<file path="src/rtl/alu_op_sequencer.sv">
// alu_op_sequencer
// Accepts one ALU command at a time, holds its operands/opcode/select on the
// ALU-facing outputs, waits the opcode's execution latency, captures the
// combinational ALU result and flags, and presents them as a response held
// until consumed. Illegal opcodes and divide-by-zero skip execution and
// answer immediately with an error response.
//
// Ports
//   clk, rst_n                  clock (rising edge), async active-low reset
//   cmd_valid/cmd_ready         command handshake (ready only when idle)
//   cmd_a, cmd_b, cmd_opcode    operands and opcode
//   cmd_sel                     implementation select for the opcode's unit
//   alu_A, alu_B, alu_opcode    held operands/opcode driven to the ALU
//   alu_*_sel                   held per-unit implementation selects
//   alu_result, alu_zero/carry/overflow/sign   combinational ALU outputs
//   rsp_valid/rsp_ready         response handshake
//   rsp_result, rsp_flags, rsp_err   captured response ({z,c,v,s} flags)
//   op_count, err_count         saturating completed / errored response counts
//
// All latency parameters must be at least 1.
module alu_op_sequencer #(
    parameter int WIDTH    = 32,
    parameter int BASE_LAT = 1,
    parameter int MUL_LAT  = 4,
    parameter int DIV_LAT  = 32
) (
    input  logic             clk,
    input  logic             rst_n,
    input  logic             cmd_valid,
    output logic             cmd_ready,
    input  logic [WIDTH-1:0] cmd_a,
    input  logic [WIDTH-1:0] cmd_b,
    input  logic [3:0]       cmd_opcode,
    input  logic [1:0]       cmd_sel,
    output logic [WIDTH-1:0] alu_A,
    output logic [WIDTH-1:0] alu_B,
    output logic [3:0]       alu_opcode,
    output logic [1:0]       alu_adder_sel,
    output logic [1:0]       alu_sub_sel,
    output logic [1:0]       alu_mul_sel,
    output logic [1:0]       alu_div_sel,
    output logic [1:0]       alu_shifter_sel,
    input  logic [WIDTH-1:0] alu_result,
    input  logic             alu_zero,
    input  logic             alu_carry,
    input  logic             alu_overflow,
    input  logic             alu_sign,
    output logic             rsp_valid,
    input  logic             rsp_ready,
    output logic [WIDTH-1:0] rsp_result,
    output logic [3:0]       rsp_flags,
    output logic             rsp_err,
    output logic [15:0]      op_count,
    output logic [15:0]      err_count
);

    localparam int MAX_LAT = (DIV_LAT > MUL_LAT) ?
                             ((DIV_LAT > BASE_LAT) ? DIV_LAT : BASE_LAT) :
                             ((MUL_LAT > BASE_LAT) ? MUL_LAT : BASE_LAT);
    localparam int CNT_W   = $clog2(MAX_LAT) + 1;

    typedef enum logic [1:0] {
        ST_IDLE = 2'd0,
        ST_EXEC = 2'd1,
        ST_RESP = 2'd2
    } state_t;

    state_t             state_r;
    state_t             state_s;
    logic [CNT_W-1:0]   cnt_r;
    logic               legal_s;
    logic               div_zero_s;
    logic [WIDTH-1:0]   alu_a_r;
    logic [WIDTH-1:0]   alu_b_r;
    logic [3:0]         alu_opcode_r;
    logic [1:0]         adder_sel_r;
    logic [1:0]         sub_sel_r;
    logic [1:0]         mul_sel_r;
    logic [1:0]         div_sel_r;
    logic [1:0]         shifter_sel_r;
    logic [WIDTH-1:0]   rsp_result_r;
    logic [3:0]         rsp_flags_r;
    logic               rsp_err_r;
    logic [15:0]        op_count_r;
    logic [15:0]        err_count_r;

    // Opcodes 0000-0110, 1001 (mul) and 1010 (div) are implemented.
    function automatic logic is_legal(input logic [3:0] op);
        is_legal = (op <= 4'b0110) || (op == 4'b1001) || (op == 4'b1010);
    endfunction

    // Counter preload: the EXEC state lasts (value + 1) cycles.
    function automatic logic [CNT_W-1:0] lat_load(input logic [3:0] op);
        case (op)
            4'b1001: lat_load = CNT_W'(MUL_LAT - 1);
            4'b1010: lat_load = CNT_W'(DIV_LAT - 1);
            default: lat_load = CNT_W'(BASE_LAT - 1);
        endcase
    endfunction

    // Decode of the offered command used by both FSM and datapath.
    always_comb begin
        legal_s    = is_legal(cmd_opcode);
        div_zero_s = (cmd_opcode == 4'b1010) && (cmd_b == {WIDTH{1'b0}});
    end

    // State register.
    always_ff @(posedge clk or negedge rst_n) begin
        if (!rst_n) begin
            state_r <= ST_IDLE;
        end else begin
            state_r <= state_s;
        end
    end

    // Next-state logic; error commands go straight to RESP.
    always_comb begin
        state_s = state_r;
        case (state_r)
            ST_IDLE: begin
                if (cmd_valid) begin
                    if (!legal_s || div_zero_s) begin
                        state_s = ST_RESP;
                    end else begin
                        state_s = ST_EXEC;
                    end
                end else begin
                    state_s = ST_IDLE;
                end
            end
            ST_EXEC: begin
                if (cnt_r == {CNT_W{1'b0}}) begin
                    state_s = ST_RESP;
                end else begin
                    state_s = ST_EXEC;
                end
            end
            ST_RESP: begin
                if (rsp_ready) begin
                    state_s = ST_IDLE;
                end else begin
                    state_s = ST_RESP;
                end
            end
            default: state_s = ST_IDLE;
        endcase
    end

    // Datapath: command capture, latency countdown, response capture, counters.
    always_ff @(posedge clk or negedge rst_n) begin
        if (!rst_n) begin
            cnt_r         <= {CNT_W{1'b0}};
            alu_a_r       <= {WIDTH{1'b0}};
            alu_b_r       <= {WIDTH{1'b0}};
            alu_opcode_r  <= 4'b0000;
            adder_sel_r   <= 2'b00;
            sub_sel_r     <= 2'b00;
            mul_sel_r     <= 2'b00;
            div_sel_r     <= 2'b00;
            shifter_sel_r <= 2'b00;
            rsp_result_r  <= {WIDTH{1'b0}};
            rsp_flags_r   <= 4'b0000;
            rsp_err_r     <= 1'b0;
            op_count_r    <= 16'h0000;
            err_count_r   <= 16'h0000;
        end else begin
            case (state_r)
                ST_IDLE: begin
                    if (cmd_valid) begin
                        alu_a_r      <= cmd_a;
                        alu_b_r      <= cmd_b;
                        alu_opcode_r <= cmd_opcode;
                        // Only the unit serving this opcode takes the new select.
                        case (cmd_opcode)
                            4'b0000: adder_sel_r   <= cmd_sel;
                            4'b0001: sub_sel_r     <= cmd_sel;
                            4'b0110: shifter_sel_r <= cmd_sel;
                            4'b1001: mul_sel_r     <= cmd_sel;
                            4'b1010: div_sel_r     <= cmd_sel;
                            default: ;
                        endcase
                        cnt_r <= lat_load(cmd_opcode);
                        if (!legal_s) begin
                            rsp_result_r <= {WIDTH{1'b0}};
                            rsp_flags_r  <= 4'b1000;
                            rsp_err_r    <= 1'b1;
                        end else if (div_zero_s) begin
                            rsp_result_r <= {WIDTH{1'b1}};
                            rsp_flags_r  <= 4'b0001;
                            rsp_err_r    <= 1'b1;
                        end else begin
                            rsp_err_r    <= 1'b0;
                        end
                    end
                end
                ST_EXEC: begin
                    if (cnt_r == {CNT_W{1'b0}}) begin
                        rsp_result_r <= alu_result;
                        rsp_flags_r  <= {alu_zero, alu_carry, alu_overflow, alu_sign};
                        rsp_err_r    <= 1'b0;
                    end else begin
                        cnt_r <= cnt_r - {{(CNT_W-1){1'b0}}, 1'b1};
                    end
                end
                ST_RESP: begin
                    if (rsp_ready) begin
                        if (op_count_r != 16'hFFFF) begin
                            op_count_r <= op_count_r + 16'd1;
                        end
                        if (rsp_err_r && (err_count_r != 16'hFFFF)) begin
                            err_count_r <= err_count_r + 16'd1;
                        end
                    end
                end
                default: ;
            endcase
        end
    end

    assign cmd_ready       = (state_r == ST_IDLE);
    assign rsp_valid       = (state_r == ST_RESP);
    assign alu_A           = alu_a_r;
    assign alu_B           = alu_b_r;
    assign alu_opcode      = alu_opcode_r;
    assign alu_adder_sel   = adder_sel_r;
    assign alu_sub_sel     = sub_sel_r;
    assign alu_mul_sel     = mul_sel_r;
    assign alu_div_sel     = div_sel_r;
    assign alu_shifter_sel = shifter_sel_r;
    assign rsp_result      = rsp_result_r;
    assign rsp_flags       = rsp_flags_r;
    assign rsp_err         = rsp_err_r;
    assign op_count        = op_count_r;
    assign err_count       = err_count_r;

endmodule

</file>
<file path="config.mk">
export PLATFORM = sky130hd
export DESIGN_NAME = alu_op_sequencer
export DESIGN_NICKNAME = d
export VERILOG_FILES = /design/src/rtl/alu_op_sequencer.sv
export SDC_FILE = /design/constraint.sdc
export NUM_CORES = 1
export LEC_CHECK = 0
export ABC_AREA = 1
export CORE_UTILIZATION = 45
export CTS_CLUSTER_DIAMETER = 150
export DETAILED_ROUTE_END_ITERATION = 12
export PLACE_DENSITY = 0.86
export SYNTH_ARGS = -nofsm -noshare
export SYNTH_HDL_FRONTEND = slang
export SYNTH_SLANG_ARGS = --single-unit
</file>
<file path="constraint.sdc">
create_clock -name clk -period 1.8 [get_ports clk]
set_input_delay 0.36 -clock clk [delete_from_list [all_inputs] [get_ports clk]]
set_output_delay 0.36 -clock clk [all_outputs]
set_load 0.01 [all_outputs]
</file>
======== Yosys cells after proc, flatten, opt, wreduce, memory -nomap -nowiden ========
Index checks and enable logic that the tools add are counted.
cells by class
  bitwise gates (word level) .............. 0
  reduce and logical (&&, ||, !) cells .... 22
  $add $sub $neg .......................... 3
  eq/ne operators ......................... 12
  mux-type cells .......................... 24
  shift-type cells ........................ 0
  divide/modulo/power cells ............... 0
  multipliers ............................. 0
  $lt $le $gt $ge ......................... 1
operators by type and width
  kind                                                                               count
  32-bit 2-to-1 mux                                                                  4
  32-bit case mux with 2 select lines                                                1
  16-bit by 1-bit adder with 16-bit output (second input constant)                   2
  32-bit zero test                                                                   1
  16-bit != test (second input constant)                                             2
  3-bit AND reduction                                                                9
  4-bit 2-to-1 mux                                                                   4
  6-bit 2-to-1 mux                                                                   2
  6-bit case mux with 2 select lines                                                 1
  5-bit case mux with 2 select lines                                                 1
  4-bit equality test (second input constant)                                        2
  2-bit 2-to-1 mux                                                                   4
  4-bit case mux with 2 select lines                                                 1
  6-bit zero test                                                                    1
  2-bit != test (second input constant)                                              3
  2-bit case mux with 3 select lines                                                 1
  6-bit by 1-bit subtractor with 6-bit output (second input constant)                1
  4-bit by 1-bit equality test with 1-bit output (second input constant)             1
  4-bit by 3-bit equality test with 1-bit output (second input constant)             1
  4-bit by 3-bit less-or-equal comparator with 1-bit output (second input constant)  1
  4-bit zero test                                                                    1
  1-bit 2-to-1 mux                                                                   4
  4-bit AND reduction                                                                1
  1-bit logical OR                                                                   3
  other kinds (9)                                                                    10
storage, ports and cells
  RAM bits ................................ 0
  output and inout port bits .............. 149
  register bits after elaboration ......... 155
  word-level logic and storage cells ...... 77
  memories kept ........................... 0
  bits in latches ......................... 0
  ROM bits ................................ 0

======== Longest topological paths before layout ========
Gate-level depths: netlist of run 1.
  depth after elaboration ................. 8
  mapped depth ............................ 11
  gate-level depth less buffers ........... 10

======== Worst setup path after synthesis of run 1 ========
OpenSTA, ideal clock, no wires.
  path type ............................... flip-flop to flip-flop
  start point ............................. register op_count_r[0], in the netlist op_count[0]
  end point ............................... register op_count_r[4], in the netlist op_count[4]
  required time ........................... 1.672 ns
  period minus slack after synthesis ...... 1.612 ns
  setup time .............................. 0.128 ns
  path slack .............................. 0.188 ns
  path buffers ............................ 1
  stages on the path, launching flop included .. 9
  arrival time ............................ 1.484 ns
  path through ............................ dfrtp_1 > ha_1 > nand3_1 > nor3_1 > nand3_1 > nand2_1 > buf_4 > nor2_1 > xor2_1
between the ends
  word-level cells in the longest chain between the ends .. 2
  elaborated cells between the ends (all ways) .. 3
  those cells by class .................... add/sub (1); eq/ne (1); reduce/logical (1)
ends and longest elaborated chain
  what                                                                              RTL line  text
  from (decl)                                                                       84        logic [15:0] op_count_r;
  from (signal assigned)                                                            208       op_count_r <= op_count_r + 16'd1;
  branches (longest 2 deep; another with 16-bit by 1-bit adder with 16-bit output)  -
Parallel ways; which one is timed is not known.
A chain may end at the register's enable or synchronous reset.

======== Worst setup path after layout of run 1 ========
  start point ............................. register err_count_r[11], in the netlist err_count[11]
  end point ............................... output port err_count[11]
RTL lines
  what                    RTL line  text
  from (decl)             85        logic [15:0] err_count_r;
  from (signal assigned)  211       err_count_r <= err_count_r + 16'd1;
  to (decl)               54        output logic [15:0] err_count
No word-level cell between the ends.

==> results of run 1 <==
-- area by class of cell --
| class | count | area [um2] | share of cell area [%] |
|---|---|---|---|
| clock buffer | 19 | 433 | 3.86 |
| timing repair buffer | 321 | 3350 | 29.9 |
| sequential | 155 | 3890 | 34.7 |
| clock inverter | 12 | 103 | 0.915 |
| inverter | 44 | 165 | 1.47 |
| tap | 211 | 264 | 2.35 |
| multi-input combinational | 669 | 3010 | 26.8 |
-- report_power, final --
part | internal, uW | leakage [uW] | switching [uW]
sequential | 4920 | 0.00195 | 930
clock | 1880 | 0.000254 | 1430
combinational | 4300 | 0.00334 | 4430
total | 11100 | 0.00555 | 6790
-- per-stage QoR --
step,total power (uW),worst slack [ns]
final,17900,0.0181
after global placement,13400,-0.419
after global routing,19000,-0.0294
after CTS,17100,0.00201
after floorplan,9440,0.188
after detailed placement,13600,-0.508
-- synth_stat cells, types with 8 or more instances --
cell type	count	area (um2)
nand4_1	10	62.6
clkbuf_1	15	56.3
nand2_1	452	1700
nor2_1	62	233
o21ai_0	27	135
xor2_1	20	175
inv_1	41	154
dfrtp_1	155	3880
nor3_1	11	55.1
xnor2_1	8	70.1
buf_2	11	55.1
nand3_1	53	265
-- repair_timing --
item	CTS	global route
pin swaps	0	7
setup buffers	1	15
endpoints found under the setup margin	28	84
endpoints found under the hold margin	46	0
gates cloned	0	12
gates resized for setup	17	33
hold buffers	1	0
-- registers in the layout, indices dropped and copies added (netlist names) --
register         count
alu_A               32
alu_B               32
alu_adder_sel        2
alu_div_sel          2
alu_mul_sel          2
alu_opcode           4
alu_shifter_sel      2
alu_sub_sel          2
cnt_r                6
err_count           16
op_count            16
rsp_err              1
rsp_flags            4
rsp_result          32
state_r              2
-- logic make-up after synthesis --
| group | count (synthesis) |
|---|---|
| and+or+nand+nor | 600 |
| AOI/OAI and AO/OA | 36 |
| DFF | 155 |
| buffers and inverters | 81 |
| xor gates and xnor gates | 28 |
| adders and majority gates | 3 |
-- final timing paths --
check / end / cells past startpoint / from
setup / recovery: err_count[11] / 1 / err_count[11]
hold / removal: err_count[5] / 2 / rst_n
setup reg to reg: rsp_result[22] / 10 / cnt_r[0]
hold reg to reg: rsp_result[5] / 2 / rsp_result[5]
max in group asynchronous: alu_opcode[3] / 3 / rst_n
min in group clk: alu_A[23] / 3 / cmd_a[23]
-- routing by layer --
layer / global-route usage, % / vias to the layer above / share of wire (%)
met5: 0 / - / 0
met4: 10.4 / 0 / 3.4
met3: 6.93 / 78 / 7.6
met2: 43.9 / 310 / 49
met1: 31.5 / 3448 / 40
li1: - / 3422 / -
==> summary.txt, run 1 <==
Global routing
  – Overflow after GRT: 0
  – Total track usage: roughly 26%
  – Largest net degree at the start of global routing: ~70
  – Initial antenna violation count: 0
  – Vias in the first global route: 6694
  – First-pass GRT wire length: around 33 mm

Logic synthesis
  – Register area share after synthesis: a little over half
  – Mux share of post-synthesis cell area: 0%
  – Largest family of logic cells by synthesized area: simple AND/OR/NAND/NOR gates
  – Post-Synthesis Cells: approximately 900
  – Synthesized area: 7150 um2
  – Yosys Warn Count: 0
  – Simple-Gate Fraction of Synth Area: 33.7%
  – Register bit total from synthesis: around 160
  – Compound-Gate Fraction of Synth Area: about 2.6%
  – Synth async-reset ratio: between 90% and 100%
  – Synth Area in Adders: less than 1%
  – Avg Inst Size Synth: 7.92 um2
  – Xor and xnor area share after synthesis: around 3.4%
  – Syn nets: about 1000
  – Unique cell type count in the Yosys netlist: 31
  – Ys flop type: dfrtp_1
  – Number of synthesized flops with an enable pin: 0

Cells and area
  – N_diodes: 0
  – Share of layout cells above drive strength 1: 11.1%
  – Core Util, Final: approximately 73%
  – Cell area after layout: between 10000 and 15000 um2
  – Final cell count without fillers: roughly 1400
  – Area grow syn2layout: 56.9%
  – Most frequent cells in the layout: 447 x nand2_1, 244 x clkdlybuf4s50_1, 145 x dfrtp_1
  – Commonest non-fill, non-tap cell in the layout: nand2_1
  – Fin nets: 1321
  – FILL cells: 1083

Place
  – Dpl cells: approximately 1400
  – Post-DP Area: a little over 10000 um2
  – # port buffers: about 260
  – Placed wire-length estimate: ~15 mm
  – RD Place Congestion: ~0.89

Route
  – Post-route antenna net violation count: 0
  – Initial DRC count: roughly 470
  – Routed WL: 22.8 mm
  – DR pass1 iterations: 6
  – Via count: between 7000 and 8000
  – Residual DRC: 0
  – Routed len/inst: 15.9 um
  – Routed vias/inst: ~5.1

Timing
  – WHS: 0.466 ns
  – Worst slew pin tran: ~0.56 ns
  – Pins Over Slew Limit: 0
  – TNS Setup: 0 ns
  – Max transition margin: between 60% and 70%
  – Final worst-path cycle share: 99.0%
  – Fmax: about 560 MHz
  – Final setup fails: 0
  – Tmin final: between 1.5 and 2 ns
  – Fin. Hold Viols: 0
  – Clock Skew: approximately 0.0091 ns

Power and ir drop
  – Pwr dens: about 1600 nW/um2
  – Max VDD drop: approximately 0.00095 V
  – Leak: around 0.0055 uW

Run
  – Max-Cap Viols: 0

Worst setup path
  – Slowest-stage cell, CP: clkdlybuf4s50_1
  – Critical path buffers and inverters: 1
  – CP max FO: 4
  – Family with the most delay on the worst path: buffers and inverters
  – Critical path data arrival time: between 1 and 1.5 ns
  – Crit end category: output port
  – Slowest Stage Delay on Critical Path: 0.58 ns
  – Cell chain of the critical path: clkdlybuf4s50_1
  – CP Class: flip-flop to output port
  – Reg2reg setup slack: ~0.05 ns
  – Worst EP required: ~1.4 ns
  – Critical Path Start Type: flip-flop

Die
  – DIE HEIGHT: about 130 um
  – IO Pins: about 260
  – Core footprint: ~15000 um2
  – Initial Util: a little under half
  – Die X: 128 um
  – # rows: 45
  – Die ar.: between 15000 and 20000 um2

Outcome
  – Status: complete, no violations

CTS
  – Root buffer cell: clkbuf_16
  – Clock Path Buffers: 2
  – CTS tree: built
  – H-tree levels: 4
  – CTS buffer count: 17
  – Clock slew at reported path FFs: around 0.060 ns
  – Clk sinks: between 150 and 200
  – Worst-Skew Late Latency: ~0.43 ns

Worst hold path
  – Hold Crit Class: primary input to asynchronous set/reset pin
(Power assumes the default switching activity.)
==> run 2: changes to the inputs <==
- CORE_UTILIZATION: 45 -> 40
- CTS_BUF_LIST: default -> sky130_fd_sc_hd__clkbuf_4 sky130_fd_sc_hd__clkbuf_8 sky130_fd_sc_hd__clkbuf_16
- GPL_ROUTABILITY_DRIVEN: default -> 0
- PLACE_DENSITY: 0.86 -> 0.78
==> run 2 against run 1 <==
  * Die area up 12%
  * Non-clock buffer count up 7
  * Cell count up 1.3%
  * Via count down 3.9%
  * Sequential share of layout area up 0.063 points
  * Largest power group unchanged
==> summary.txt, run 2 (synthesized netlist as in run 1, its figures left out) <==
Die
  – Die ar.: 18400 um2 (+12%)
  – IO Pins: 259 (unchanged)
  – # rows: 48 (+6.7%)
  – DIE HEIGHT: 136 um (+6.0%)
  – Die X: 136 um (+6.0%)
  – Initial Util: 41.2% (-5.3 points)
  – Core footprint: 17400 um2 (+13%)

Route
  – Routed WL: 21.3 mm (-6.4%)
  – Routed len/inst: 14.7 um (-7.6%)
  – Routed vias/inst: 4.81 (-5.2%)
  – Initial DRC count: 379 (-20%)
  – Post-route antenna net violation count: 0 (unchanged)
  – Residual DRC: 0 (unchanged)
  – Via count: 6974 (-3.9%)
  – DR pass1 iterations: 5 (-1)

Timing
  – RSZ-0062 raised after global routing: yes
  – Max transition margin: 66.1% (+3.2 points)
  – Pins Over Slew Limit: 0 (unchanged)
  – Worst slew pin tran: 0.509 ns (-0.0486 ns)
  – Final setup fails: 0 (unchanged)
  – Fin. Hold Viols: 0 (unchanged)
  – Final worst-path cycle share: 99.0% (about the same)
  – Clock Skew: 0.0101 ns (+0.00104 ns)
  – Fmax: 561 MHz (about the same)
  – Tmin final: 1.78 ns (+0.000824 ns)

Cells and area
  – Cell area after layout: 11200 um2 (-0.21%)
  – Fin nets: 1327 (+0.45%)
  – Commonest non-fill, non-tap cell in the layout: nand2_1
  – N_diodes: 0 (unchanged)
  – Area grow syn2layout: 56.6%
  – Share of layout cells above drive strength 1: 11.4% (+0.28 points)
  – Footprint of the multi-input gates: 2980 um2 (-1.1%)
  – Final cell count without fillers: 1450 (+1.3%)
  – FILL cells: 1461 (+35%)
  – Most frequent cells in the layout: 448 x nand2_1, 246 x clkdlybuf4s50_1, 146 x dfrtp_1
  – FF/Latch Area: 3890 um2 (about the same)

Worst setup path
  – Origin of the critical flop-to-flop path: cnt_r[0]
  – CP Class: flip-flop to flip-flop
  – Reg2reg setup slack: 0.02 ns (-0.03 ns)
  – CP Launch Point: cnt_r[0]
  – Critical Path Start Type: flip-flop
  – Crit end category: flip-flop
  – Critical path data arrival time: 2.10 ns (+0.68 ns)
  – Crit Reg-Reg Endpoint: rsp_result[20]
  – R2r worst-path depth: 10 (unchanged)
  – CP max FO: 18 (+14)
  – Worst EP required: 2.11 ns (+0.67 ns)

Worst hold path
  – Hold Crit Class: primary input to asynchronous set/reset pin

Global routing
  – Vias in the first global route: 6585 (-1.6%)
  – Overflow after GRT: 0 (unchanged)
  – Total track usage: 22.6% (-3.4 points)
  – Initial antenna violation count: 0 (unchanged)
  – First-pass GRT wire length: 32.1 mm (-2.6%)
  – Largest net degree at the start of global routing: 49 (-28%)

Run
  – Max-Cap Viols: 0 (unchanged)

CTS
  – H-tree levels: 4 (unchanged)
  – CTS tree: built
  – CTS buffer count: 17 (unchanged)
  – Clock slew at reported path FFs: 0.06 ns (about the same)
  – Worst-Skew Late Latency: 0.42 ns (about the same)
  – Root buffer cell: clkbuf_16
  – Clk sinks: 155 (unchanged)
  – Clock Path Buffers: 2 (unchanged)

Outcome
  – Status: complete, no violations

Place
  – Placed wire-length estimate: 14.5 mm (-0.27%)
  – # port buffers: 258 (unchanged)
  – Post-DP Area: 10200 um2 (+0.39%)
  – Dpl cells: 1393 (+1.6%)

Power and ir drop
  – Leak: 0.00554 uW (about the same)
  – Pwr dens: 1590 nW/um2 (-0.41%)
  – Max VDD drop: 0.000832 V (-13%)
run 2: cell count changes in the layout (fill, tap and decap cells not counted), moves of 4 or more:
cell and delta:
nand3_1 -5, nand3_2 +5, nor2_2 -5, nor2_1 +7, buf_12 -4, buf_4 +11
run 2: stage by stage:
stage          hold slack (ns)  util [%]  setup slack [ns]  power, uW  setup TNS [ns]
5_1_grt                  0.464      64.5           -0.0702      18900           -1.26
3_3_place_gp             0.348      58.9            -0.341      13400          -12.01
6_report                 0.463      64.5            0.0173      17800               0
4_1_cts                  0.447      62.6          0.000386      17200               0
3_5_place_dp             0.350      58.9            -0.381      13600          -13.16
2_1_floorplan           0.0644         -             0.188       9440               0
run 2: layout make-up:
class	instances	area share [%]
flip-flops and latches	155	34.8
repair buffers	328	29.6
multi-input cells	668	26.6
clock buffers	19	3.99
well taps	225	2.52
inverters	44	1.48
clock inverters	11	1.10
run 2: where the power goes:
| group | total [uW] | internal (uW) | switching [uW] |
|---|---|---|---|
| registers | 5810 | 4920 | 892 |
| clock network | 3500 | 2070 | 1420 |
| logic | 8470 | 4230 | 4240 |
run 2: how the worst max path moves through the flow:
stage                           to  slack, ns
floorplan              op_count[4]       0.19
global placement      rsp_flags[2]      -0.34
detailed placement  rsp_result[14]      -0.38
CTS                   err_count[8]     0.0004
global route        rsp_result[20]      -0.07
finish              rsp_result[20]       0.02
run 2: worst max-delay path, cell delays in order (launching register included):
cell	delay (ns)
dfrtp_1	0.39
inv_2	0.09
ha_4	0.13
inv_2	0.04
nor3_4	0.20
nand2_2	0.11
o21ai_4	0.23
buf_4	0.17
nand2_4	0.14
nand2_1	0.12
nand2_1	0.06
run 2: timing repair:
| action | 4_1_cts | 5_1_grt |
|---|---|---|
| hold endpoints to repair | 43 | 0 |
| gates resized for setup | 11 | 35 |
| setup endpoints to repair | 49 | 77 |
| hold buffers | 1 | 0 |
| pin swaps | 0 | 15 |
| buffers inserted | 5 | 14 |
| cloned | 0 | 7 |
run 2: routing by layer:
layer / global-route usage [%] / part of all wire [%] / vias to the layer above
li1: - / - / 3432
met1: 26.9 / 41 / 3266
met2: 38.0 / 50 / 237
met3: 5.76 / 6.5 / 39
met4: 10.2 / 2.8 / 0
met5: 0 / 0 / -
==> run 3: changes to the inputs <==
- ABC_AREA: 1 -> default
- PLACE_DENSITY: 0.78 -> 0.79
==> run 3 against run 2 <==
  * The flow now finishes with violations (setup timing)
  * Sequential share of layout area is 0.70 points higher
  * Core utilization is 1.6 points higher
  * Synthesized cell count is 24% lower
  * Cell count is 14% lower
  * Flip-flop and latch count stayed put
  * Final area is 2.1% lower
  * Clock power is 5.7% lower
  * Critical path depth is 1 lower
  * Clock skew is 0.0021 ns lower
  * Hold slack worse by 0.24 ns
  * Largest cell class unchanged
  * Highest routed layer unchanged
==> summary.txt, run 3 <==
Outcome
  – Status: complete, but fails checks
  – Failing checks: setup timing

Timing
  – RSZ-0062 raised after global routing: yes
  – Clock Skew: 0.00797 ns (-0.00212 ns)
  – Max transition margin: 74.8% (+8.8 points)
  – Pins Over Slew Limit: 0 (unchanged)
  – Final worst-path cycle share: 103% (+3.5 points)
  – Worst slew pin tran: 0.374 ns (-0.135 ns)
  – WHS: 0.222 ns (-0.241 ns)
  – Final setup fails: 35 (+35)
  – Fin. Hold Viols: 0 (unchanged)
  – Tmin final: 1.85 ns (+0.0639 ns)
  – Worst setup margin: -0.0466 ns (-0.0639 ns)
  – Fmax: 542 MHz (-3.5%)

Logic synthesis
  – Largest family of logic cells by synthesized area: simple AND/OR/NAND/NOR gates
  – Register area share after synthesis: 57.0% (+2.7 points)
  – Synthesized area: 6810 um2 (-4.8%)
  – Synth async-reset ratio: 100% (unchanged)
  – Mux share of post-synthesis cell area: 7.63% (+7.6 points)
  – Post-Synthesis Cells: 687 (-24%)
  – Synth Area in Adders: 0.552% (+0.026 points)
  – Unique cell type count in the Yosys netlist: 55 (+77%)
  – Post-synth top cells: 225 x nand2_1, 155 x dfrtp_1, 39 x a21oi_1, 39 x inv_1, 35 x mux2i_1
  – Number of synthesized flops with an enable pin: 0 (unchanged)
  – Leading area contributor after synthesis: dfrtp_1
  – Xor and xnor area share after synthesis: 3.60% (+0.17 points)
  – Top-count cell post-synth: nand2_1
  – Syn nets: 800 (-21%)
  – Yosys Warn Count: 0 (unchanged)
  – Top cells by area, synth: dfrtp_1 57%, nand2_1 12%, mux2i_1 5.1%
  – Ys flop type: dfrtp_1
  – Register bit total from synthesis: 155 (unchanged)
  – Simple-Gate Fraction of Synth Area: 21.1% (-13 points)
  – Avg Inst Size Synth: 9.91 um2 (+25%)
  – Compound-Gate Fraction of Synth Area: 5.22% (+2.6 points)
  – Yosys top cell area share: 57.0% (+2.7 points)

Die
  – Core footprint: 16600 um2 (-4.5%)
  – IO Pins: 259 (unchanged)
  – Die ar.: 17500 um2 (-4.7%)
  – DIE HEIGHT: 132 um (-2.4%)
  – Initial Util: 41.0% (-0.15 points)
  – Die X: 132 um (-2.4%)
  – # rows: 47 (-2.1%)

Cells and area
  – Commonest non-fill, non-tap cell in the layout: clkdlybuf4s50_1
  – N_diodes: 0 (unchanged)
  – Share of layout cells above drive strength 1: 16.1% (+4.6 points)
  – Cell area after layout: 11000 um2 (-2.1%)
  – Area grow syn2layout: 61.0%
  – Most frequent cells in the layout: 236 x clkdlybuf4s50_1, 225 x nand2_1, 150 x dfrtp_1
  – Fin nets: 1129 (-15%)

Worst hold path
  – Hold endpoint: alu_B[1]
  – Min-delay src: cmd_b[1]
  – Hold Crit Class: primary input to flip-flop
  – Hold Crit Depth: 3

CTS
  – Clock Path Buffers: 2 (unchanged)
  – CTS tree: built
  – Worst-Skew Late Latency: 0.41 ns (about the same)
  – Clk sinks: 155 (unchanged)
  – Root buffer cell: clkbuf_16
  – Clock slew at reported path FFs: 0.06 ns (about the same)
  – CTS buffer count: 17 (unchanged)
  – H-tree levels: 4 (unchanged)

Worst setup path
  – CP Class: flip-flop to flip-flop
  – Critical path data arrival time: 2.14 ns (+0.04 ns)
  – Crit end category: flip-flop
  – Crit Reg-Reg Endpoint: rsp_result[10]
  – Critical Path Start Type: flip-flop
  – Reg2reg setup slack: -0.05 ns (-0.06 ns)
  – Origin of the critical flop-to-flop path: cnt_r[0]
  – CP max FO: 7 (-11)
  – Worst EP required: 2.09 ns (-0.02 ns)
  – R2r worst-path depth: 9 (-1)

Run
  – Max-Cap Viols: 0 (unchanged)

Global routing
  – Total track usage: 22.7% (+0.13 points)
  – Overflow after GRT: 0 (unchanged)
  – First-pass GRT wire length: 31.4 mm (-2.1%)
  – Largest net degree at the start of global routing: 40 (-18%)
  – Initial antenna violation count: 0 (unchanged)
  – Vias in the first global route: 6230 (-5.4%)

Power and ir drop
  – Pwr dens: 1560 nW/um2 (-1.9%)
  – Max VDD drop: 0.000846 V (+1.7%)
  – Leak: 0.00550 uW (-0.77%)

Route
  – Routed vias/inst: 4.85 (+0.89%)
  – Post-route antenna net violation count: 0 (unchanged)
  – Routed WL: 19.2 mm (-9.9%)
  – Routed len/inst: 15.4 um (+4.7%)
  – Via count: 6056 (-13%)
  – DR pass1 iterations: 4 (-1)
  – Residual DRC: 0 (unchanged)
  – Initial DRC count: 209 (-45%)

Place
  – Post-DP Area: 10100 um2 (-1.1%)
  – # port buffers: 258 (unchanged)
  – Placed wire-length estimate: 13.5 mm (-6.9%)
==> run 3: cell families after synthesis <==
| kind of cell | Yosys count |
|---|---|
| flops | 155 |
| compound gates | 60 |
| simple gates | 320 |
| mux | 49 |
| xor+xnor | 28 |
| buf+inv | 72 |
| fa+ha+maj | 3 |
==> run 3: metal layers <==
| layer | vias to the layer above | track usage, % | part of all wire, % |
|---|---|---|---|
| met2 | 208 | 37.7 | 49 |
| li1 | 2901 | - | - |
| met5 | - | 0 | 0 |
| met4 | 0 | 5.68 | 0.89 |
| met3 | 12 | 7.51 | 7.3 |
| met1 | 2935 | 28.4 | 42 |
==> run 3: how the worst max path moves through the flow <==
stage	start	slack [ns]	endpoint
2_1_floorplan	cnt_r[0]	0.007	rsp_flags[3]
3_3_place_gp	cmd_b[4]	-0.45	rsp_result[23]
3_5_place_dp	cmd_b[27]	-0.47	rsp_result[9]
4_1_cts	cnt_r[1]	-0.06	rsp_result[10]
5_1_grt	cmd_b[0]	-0.17	rsp_result[23]
6_report	cnt_r[0]	-0.05	rsp_result[10]
==> run 3: layout make-up <==
cell class | count | area (um2)
timing repair buffer | 343 | 3380
fill | 1297 | 5630
sequential | 155 | 3880
clock buffer | 21 | 474
tap | 220 | 275
clock inverter | 10 | 67.6
multi-input combinational | 460 | 2730
inverter | 39 | 146
==> run 3: timing repair <==
item                                    in CTS  in global routing
hold endpoints to repair                    29                  0
hold buffers                                 1                  0
cloned                                       2                  1
endpoints found under the setup margin      48                 68
gates resized for setup                     27                 30
setup buffers                                3                  8
pin swaps                                    4                  7
==> run 3: worst max-delay path: stages (launching register included) <==
cell and delay (ns):
dfrtp_1 0.39, inv_2 0.08, ha_4 0.13, nor3b_4 0.20
nand3_2 0.14, o21ai_4 0.18, a31oi_4 0.16, buf_12 0.17
clkbuf_16 0.16, mux2i_1 0.11
==> run 3: power by group <==
part,total [uW],switching [uW],internal [uW]
combinational,8010,3690,4320
sequential,5770,835,4930
clock,3300,1420,1880
==> run 3: per-stage QoR <==
stage	TNS [ns]	util [%]	worst slack, ns	power [uW]	std cells
4_1_cts	-1.16	65.1	-0.0644	17100	1239
6_report	-1.08	66.1	-0.0466	17100	1248
5_1_grt	-5.19	66.1	-0.169	18200	1248
2_1_floorplan	0	-	0.00689	9210	687
3_5_place_dp	-29.26	61.0	-0.472	13500	1202
3_3_place_gp	-27.50	61.0	-0.450	13300	1202
